--- src/rtl/clk_reset_sequencer.sv ---
// Power-up / recovery sequencer: pulses PLL RESETB, qualifies LOCK over a
// stability window, then holds the core in reset for a fixed delay. Any lock
// loss or lock timeout re-runs the sequence and bumps a saturating fault count.
module clk_reset_sequencer #(
  parameter int unsigned PLL_RST_CYCLES  = 16,
  parameter int unsigned LOCK_CYCLES     = 4,
  parameter int unsigned CORE_RST_CYCLES = 128,
  parameter int unsigned LOCK_TIMEOUT    = 4096
) (
  input  logic       clk_core,
  input  logic       reset,
  input  logic       pll_locked,
  output logic       pll_resetb,
  output logic       core_reset,
  output logic       ready,
  output logic [1:0] state,
  output logic [3:0] fault_count
);

  localparam int unsigned MaxA   = (LOCK_TIMEOUT > CORE_RST_CYCLES) ? LOCK_TIMEOUT
                                                                    : CORE_RST_CYCLES;
  localparam int unsigned CntMax = (MaxA > PLL_RST_CYCLES) ? MaxA : PLL_RST_CYCLES;
  localparam int unsigned CntW   = $clog2(CntMax + 1);
  localparam int unsigned LrunW  = $clog2(LOCK_CYCLES + 1);

  // Last in-state cycle values: the transition fires on the edge that ends that cycle.
  localparam logic [CntW-1:0]  PllRstLast  = CntW'(PLL_RST_CYCLES - 1);
  localparam logic [CntW-1:0]  TimeoutLast = CntW'(LOCK_TIMEOUT - 1);
  localparam logic [CntW-1:0]  CoreLast    = CntW'(CORE_RST_CYCLES - 1);
  localparam logic [CntW-1:0]  CntOne      = CntW'(1);
  localparam logic [LrunW-1:0] LockLast    = LrunW'(LOCK_CYCLES - 1);
  localparam logic [LrunW-1:0] LrunOne     = LrunW'(1);

  typedef enum logic [1:0] {
    StPllRst   = 2'b00,
    StWaitLock = 2'b01,
    StHold     = 2'b10,
    StRun      = 2'b11
  } state_e;

  state_e           state_q;
  logic [CntW-1:0]  cnt_q;
  logic [LrunW-1:0] lrun_q;
  logic [3:0]       fault_q;
  logic [3:0]       fault_sat;
  logic             sync1_q;
  logic             lk_q;
  logic             pll_resetb_q;
  logic             core_reset_q;
  logic             ready_q;

  assign fault_sat = (fault_q == 4'hF) ? 4'hF : fault_q + 4'd1;

  // Two-flop synchronizer for the asynchronous PLL LOCK pin.
  always_ff @(posedge clk_core) begin
    if (reset) begin
      sync1_q <= 1'b0;
      lk_q    <= 1'b0;
    end else begin
      sync1_q <= pll_locked;
      lk_q    <= sync1_q;
    end
  end

  // Sequencer FSM with registered outputs; cnt is cleared on every state entry.
  always_ff @(posedge clk_core) begin
    if (reset) begin
      state_q      <= StPllRst;
      cnt_q        <= '0;
      lrun_q       <= '0;
      fault_q      <= 4'h0;
      pll_resetb_q <= 1'b0;
      core_reset_q <= 1'b1;
      ready_q      <= 1'b0;
    end else begin
      case (state_q)
        StPllRst: begin
          if (cnt_q == PllRstLast) begin
            state_q      <= StWaitLock;
            cnt_q        <= '0;
            lrun_q       <= '0;
            pll_resetb_q <= 1'b1;
          end else begin
            cnt_q <= cnt_q + CntOne;
          end
        end
        StWaitLock: begin
          // Lock qualification wins over a timeout landing on the same cycle.
          if (lk_q && (lrun_q == LockLast)) begin
            state_q <= StHold;
            cnt_q   <= '0;
            lrun_q  <= '0;
          end else if (cnt_q == TimeoutLast) begin
            state_q      <= StPllRst;
            cnt_q        <= '0;
            lrun_q       <= '0;
            fault_q      <= fault_sat;
            pll_resetb_q <= 1'b0;
          end else begin
            cnt_q  <= cnt_q + CntOne;
            lrun_q <= lk_q ? lrun_q + LrunOne : '0;
          end
        end
        StHold: begin
          // Lock loss beats hold completion on the same cycle.
          if (!lk_q) begin
            state_q      <= StPllRst;
            cnt_q        <= '0;
            fault_q      <= fault_sat;
            pll_resetb_q <= 1'b0;
          end else if (cnt_q == CoreLast) begin
            state_q      <= StRun;
            cnt_q        <= '0;
            core_reset_q <= 1'b0;
            ready_q      <= 1'b1;
          end else begin
            cnt_q <= cnt_q + CntOne;
          end
        end
        StRun: begin
          if (!lk_q) begin
            state_q      <= StPllRst;
            cnt_q        <= '0;
            fault_q      <= fault_sat;
            pll_resetb_q <= 1'b0;
            core_reset_q <= 1'b1;
            ready_q      <= 1'b0;
          end
        end
        default: begin
          state_q      <= StPllRst;
          cnt_q        <= '0;
          lrun_q       <= '0;
          pll_resetb_q <= 1'b0;
          core_reset_q <= 1'b1;
          ready_q      <= 1'b0;
        end
      endcase
    end
  end

  assign pll_resetb  = pll_resetb_q;
  assign core_reset  = core_reset_q;
  assign ready       = ready_q;
  assign state       = state_q;
  assign fault_count = fault_q;

endmodule

--- config.mk ---
export PLATFORM = sky130hd
export DESIGN_NAME = clk_reset_sequencer
export DESIGN_NICKNAME = d
export VERILOG_FILES = /design/src/rtl/clk_reset_sequencer.sv
export SDC_FILE = /design/constraint.sdc
export NUM_CORES = 1
export LEC_CHECK = 0
export ABC_AREA = 1
export CAP_MARGIN = 20
export CELL_PAD_IN_SITES_DETAIL_PLACEMENT = 1
export CELL_PAD_IN_SITES_GLOBAL_PLACEMENT = 1
export CORE_MARGIN = 4
export CORE_UTILIZATION = 40
export CTS_BUF_LIST = sky130_fd_sc_hd__clkbuf_4 sky130_fd_sc_hd__clkbuf_8 sky130_fd_sc_hd__clkbuf_16
export DETAILED_ROUTE_END_ITERATION = 6
export GPL_TIMING_DRIVEN = 1
export PLACE_DENSITY = 0.87
export SLEW_MARGIN = 0
export SYNTH_ARGS = -nofsm -noshare
export SYNTH_HDL_FRONTEND = slang
export SYNTH_SLANG_ARGS = --single-unit
--- constraint.sdc ---
create_clock -name clk_core -period 2.1 [get_ports clk_core]
set_input_delay 0.315 -clock clk_core [delete_from_list [all_inputs] [get_ports clk_core]]
set_output_delay 0.315 -clock clk_core [all_outputs]
set_load 0.05 [all_outputs]
After elaboration in Yosys (flattened, before gate mapping)
Index checks and enable logic that the tools add are counted.
{"block": "word_totals", "output_inout_bits": 9, "in_bits": 3, "ff_bits": 27}
{"block": "classes", "n_mux": 36, "reduce_logical": 11, "eq_ne": 17, "n_addsub": 3}
{"operator": "two-way mux 13 bit", "n": 6}
{"operator": "case mux 13 bit (4 select lines)", "n": 1}
{"operator": "two-way mux 4 bit", "n": 4}
{"operator": "AND reduction 4 bit", "n": 4}
{"operator": "!= test 2 bit (second input constant)", "n": 7}
{"operator": "adder 13 x 1 -> 13 bit (second input constant)", "n": 1}
{"operator": "equality test 13 x 12 -> 1 bit (second input constant)", "n": 1}
{"operator": "equality test 13 x 4 -> 1 bit (second input constant)", "n": 1}
{"operator": "equality test 13 x 7 -> 1 bit (second input constant)", "n": 1}
{"operator": "two-way mux 2 bit", "n": 6}
{"operator": "two-way mux 3 bit", "n": 4}
{"operator": "two-way mux 1 bit", "n": 9}
{"operator": "case mux 2 bit (4 select lines)", "n": 1}
{"operator": "case mux 4 bit (2 select lines)", "n": 1}
{"operator": "!= test 3 bit (second input constant)", "n": 2}
{"operator": "case mux 3 bit (2 select lines)", "n": 1}
{"operator": "nonzero test 2 bit", "n": 3}
{"operator": "adder 4 x 1 -> 4 bit (second input constant)", "n": 1}
{"operator": "equality test 2 bit (second input constant)", "n": 2}
{"operator": "equality test 4 bit (second input constant)", "n": 1}
{"operator": "case mux 1 bit (2 select lines)", "n": 2}
{"operator": "adder 3 x 1 -> 3 bit (second input constant)", "n": 1}
{"operator": "equality test 3 x 2 -> 1 bit (second input constant)", "n": 1}
{"operator": "case mux 1 bit (3 select lines)", "n": 1}
{"operator": "5 further kinds", "n": 5}

Logic depth before layout (Yosys ltp)
{"block": "depth", "word_depth": 5, "depth_mapped": 11, "mapped_depth_nobuf": 11}

Least setup slack after synthesis
No wires, ideal clock.
{"block": "synth_timing", "kind": "reg-to-reg", "startpoint": "register state_q[0], in the netlist state[0]", "endpoint": "register lrun_q[1]", "setup_ps": 70, "stages_incl_launch_ff": 7, "arrival_time_ps": 1572, "path_slack_ps": 457, "required_time_ps": 2030, "n_path_buf": 0, "synth_period_minus_slack_ps": 1643, "path_cell_list": "dfxtp_1 > inv_1 > nor2_2 > nand3_2 > nor2_1 > nand2_1 > a21oi_1"}
{"block": "synth_between", "elab_chain_cells": 3}
{"element": "start, declared", "line": "41", "rtl": "state_e state_q;"}
{"element": "start signal, assigned", "line": "68", "rtl": "state_q <= StPllRst;"}
{"element": "start signal, assigned", "line": "79", "rtl": "state_q <= StWaitLock;"}
{"element": "start signal, assigned", "line": "90", "rtl": "state_q <= StHold;"}
{"element": "equality test 2 x 1 -> 1 bit or zero test 2 bit (tied branches)", "line": "76", "rtl": "case (state_q)"}
{"element": "nonzero test 2 bit (no line) or != test 2 bit (tied branches)"}
{"element": "AND reduction 2 bit (no line)"}
{"element": "end signal, assigned", "line": "101", "rtl": "lrun_q <= lk_q ? lrun_q + LrunOne : '0;"}
{"element": "end, declared", "line": "43", "rtl": "logic [LrunW-1:0] lrun_q;"}
Parallel ways exist; a longest one is shown, timed or not.
A chain may end at the register's enable or synchronous reset.

Final worst setup path
{"block": "layout_timing", "startpoint": "register fault_q[2], in the netlist fault_count[2]", "endpoint": "output port fault_count[2]"}
{"element": "start, declared", "line": "44", "rtl": "logic [3:0] fault_q;"}
{"element": "start signal, assigned", "line": "97", "rtl": "fault_q <= fault_sat;"}
{"element": "start signal, assigned", "line": "109", "rtl": "fault_q <= fault_sat;"}
{"element": "start signal, assigned", "line": "124", "rtl": "fault_q <= fault_sat;"}
{"element": "end, declared", "line": "17", "rtl": "output logic [3:0] fault_count"}
No word-level cell between the ends.

==> results.py <==
metrics = {
    "placement": {
        "portBuffers": 11,
        "gp_congestion": 0.861,
        "hpwl_mm": 3.62,
        "postPlaceCellArea_sq_um": 1850,
        "place_worst_setup_slack_ns": 0.290,
    },
    "clock_network": {
        "root_buffer": "clkbuf_8",
        "clk_pin_slew_ns": 0.11,
        "post_cts_resized": 0,
        "post_cts_buffers": 0,
        "cts.path.max_buffers": 2,
        "clk-insertion-delay-late_ns": 0.28,
        "cts_made_buffers": 3,
        "cts.htree.levels": 1,
        "numClockSinks": 27,
        "hold_buffers": 0,
        "cts_tree": "built",
    },
    "yosys": {
        "synth_edf_count": 0,
        "synth_adder_area_share": 0.0300,
        "synth_ff_type": "dfxtp_1",
        "synth_common_cells": "nand2_1 (77), nor2_1 (42), inv_1 (40)",
        "synth-seq-cells": 27,
        "synth_simple_gate_area_frac": 0.423,
        "synthArstFlopShare": 0,
        "synth.distinct_cells": 24,
        "syn_avg_cell_area_sq_um": 6.20,
        "synth_cells": 269,
        "synth_top_family_by_area": "simple AND/OR/NAND/NOR gates",
        "synth.most_common_cell": "nand2_1",
        "synth_area_leaders": "dfxtp_1 (32%), nand2_1 (17%), nor2_1 (9.5%), inv_1 (9.0%), nand3_1 (7.8%)",
        "yosysTopAreaCell": "dfxtp_1",
        "synth-warning-count": 0,
        "synth_top_area_frac": 0.324,
        "syn_area_sq_um": 1670,
        "ys_seq_area_frac": 0.324,
        "synth.area.mux_share": 0,
        "synth_compound_area_frac": 0.0916,
        "synth_nets": 276,
        "synth_xor_area_frac": 0.0315,
    },
    "die": {
        "num_rows": 23,
        "io-pin-count": 12,
        "die_w_microns": 72.6,
        "die_h_microns": 72.6,
        "initial_core_util": 0.414,
        "die_area_sq_um": 5260,
        "coreArea_sq_um": 4030,
    },
    "global_route": {
        "grt_max_degree": 20,
        "grt_pass1_vias": 1868,
        "grt_pass1_wl_mm": 8.60,
        "track_usage": 0.202,
        "antenna_found_initial": 0,
        "grt-ovfl-total": 0,
    },
    "sta": {
        "rsz0062_at_grt": "false",
        "max_freq_mhz": 515,
        "min_period_ns": 1.94,
        "worst_pin_slew_ns": 0.538,
        "fin_tns_setup_ns": 0,
        "setup_viol": 0,
        "slew_violations": 0,
        "skew_ns": 0.00701,
        "finalHoldWorstSlack_ns": 0.417,
        "setup_ws_ns": 0.160,
        "maxSlewHeadroom": 0.640,
        "hold_viol": 0,
        "period_share": 0.924,
    },
    "route": {
        "vias": 1694,
        "remaining_drc_errors": 0,
        "routed_via_density": 5.07,
        "dr.pass1.iters": 4,
        "wl_mm": 4.67,
        "ant_nets": 0,
        "drtIter0Drc": 88,
        "wl_per_cell_microns": 14.0,
    },
    "flow_run": {
        "maxCapViolCount": 0,
    },
    "critical_path": {
        "crit_buf_inv": 1,
        "crit_path_top_delay_cell": "clkdlybuf4s50_1",
        "r2r_slack_ns": 0.28,
        "crit_fanout": 6,
        "r2r-end": "cnt_q[10]$_SDFFE_PP0N_",
        "critPathLaunchType": "register",
        "critical-path-max-stage-delay_ns": 0.88,
        "cp.required_ns": 1.78,
        "reg2reg_depth": 8,
        "cpLargestDelayFamily": "buffers and inverters",
        "crit_chain": "clkdlybuf4s50_1",
        "r2r-start": "cnt_q[0]$_SDFFE_PP0N_",
        "cp-end-kind": "output port",
        "critPathArrivalTime_ns": 1.63,
        "critPathKind": "reg -> out",
    },
    "pwr": {
        "ir_drop_v": 0.000273,
        "cellLeakagePower_nw": 0.846,
        "pwr_density_cell_nw_per_um2": 479,
    },
    "worst_hold_path": {
        "hp-class": "reg -> reg",
        "hold_path_end": "lk_q$_SDFF_PP0_",
        "whs_path_depth": 2,
        "hold_start": "sync1_q$_SDFF_PP0_",
    },
    "final_layout": {
        "nets": 292,
        "stdcell_area_sq_um": 1900,
        "drive_above_1_share": 0.0669,
        "synthToLayoutAreaGrowth_pct": 13.9,
        "diodes": 0,
    },
    "status": {
        "outcome": "finished clean",
    },
}
## power by group
group | switching, mW | leakage, nW | internal [mW]
Sequential | 0.0113 | 0.219 | 0.520
Clock | 0.187 | 0.0217 | 0.135
Combinational | 0.0346 | 0.606 | 0.0202
Total | 0.233 | 0.846 | 0.675
## how the worst max path moves through the flow
stage | start | end | cells after the start
global route | cnt_q[0]$_SDFFE_PP0N_ | cnt_q[11]$_SDFFE_PP0N_ | 8
detailed placement | cnt_q[0]$_SDFFE_PP0N_ | cnt_q[11]$_SDFFE_PP0N_ | 8
finish | fault_count[2]$_SDFFE_PP0P_ | fault_count[2] | 1
CTS | fault_count[2]$_SDFFE_PP0P_ | fault_count[2] | 1
global placement | cnt_q[0]$_SDFFE_PP0N_ | cnt_q[11]$_SDFFE_PP0N_ | 8
floorplan | state[0]$_SDFFE_PP0P_ | lrun_q[1]$_SDFFE_PP0P_ | 6
## stage by stage
stage               utilization  cells  total power, mW
finish                    0.471    334            0.908
global route              0.471    334            0.943
CTS                       0.471    334            0.910
detailed placement        0.459    330            0.598
global placement          0.459    330            0.595
floorplan                     -    269            0.577
## flip-flops by register name, summed over array words and instances (netlist names)
name	flops
cnt_q	13
fault_count	4
lrun_q	3
state	2
core_reset	1
lk_q	1
pll_resetb	1
ready	1
sync1_q	1
## cells by family (layout without fill, tap and decap cells)
logic type      count (synthesis)  in the layout
buf+inv                        44             59
simple gates                  161            161
xor+xnor                        6              6
flops                          27             27
fa+ha+maj                       4              4
compound gates                 27             27
## cell usage in the layout (no fill, tap or decap), drive strengths merged
cell / synthesis / routed
clkinvlp: 0 / 1
nand2: 81 / 81
a21oi: 18 / 18
o21ai: 7 / 7
nor2: 44 / 44
nand3: 29 / 29
inv: 41 / 41
nor3: 3 / 3
buf: 2 / 3
clkdlybuf4s50: 0 / 11
ha: 4 / 4
clkbuf: 1 / 3
dfxtp: 27 / 27
o21a: 1 / 1
or2: 1 / 1
a41oi: 1 / 1
nand4: 3 / 3
xor2: 6 / 6
## layer usage
metal	vias up	global-route usage	share of wire
li1	869	-	-
met1	798	0.273	0.47
met2	23	0.351	0.49
met3	4	0.0208	0.029
met4	0	0.0369	0.0077
met5	-	0	0
## final cells by class
cell class	count	area [sq um]
clock buffers	3	41.3
clock inverters	1	7.51
fillers	568	2130
inverters	41	154
multi-input cells	198	960
flip-flops and latches	27	541
well taps	50	62.6
repair buffers	14	133
No activity file was read; power rests on OpenSTA's default activity.
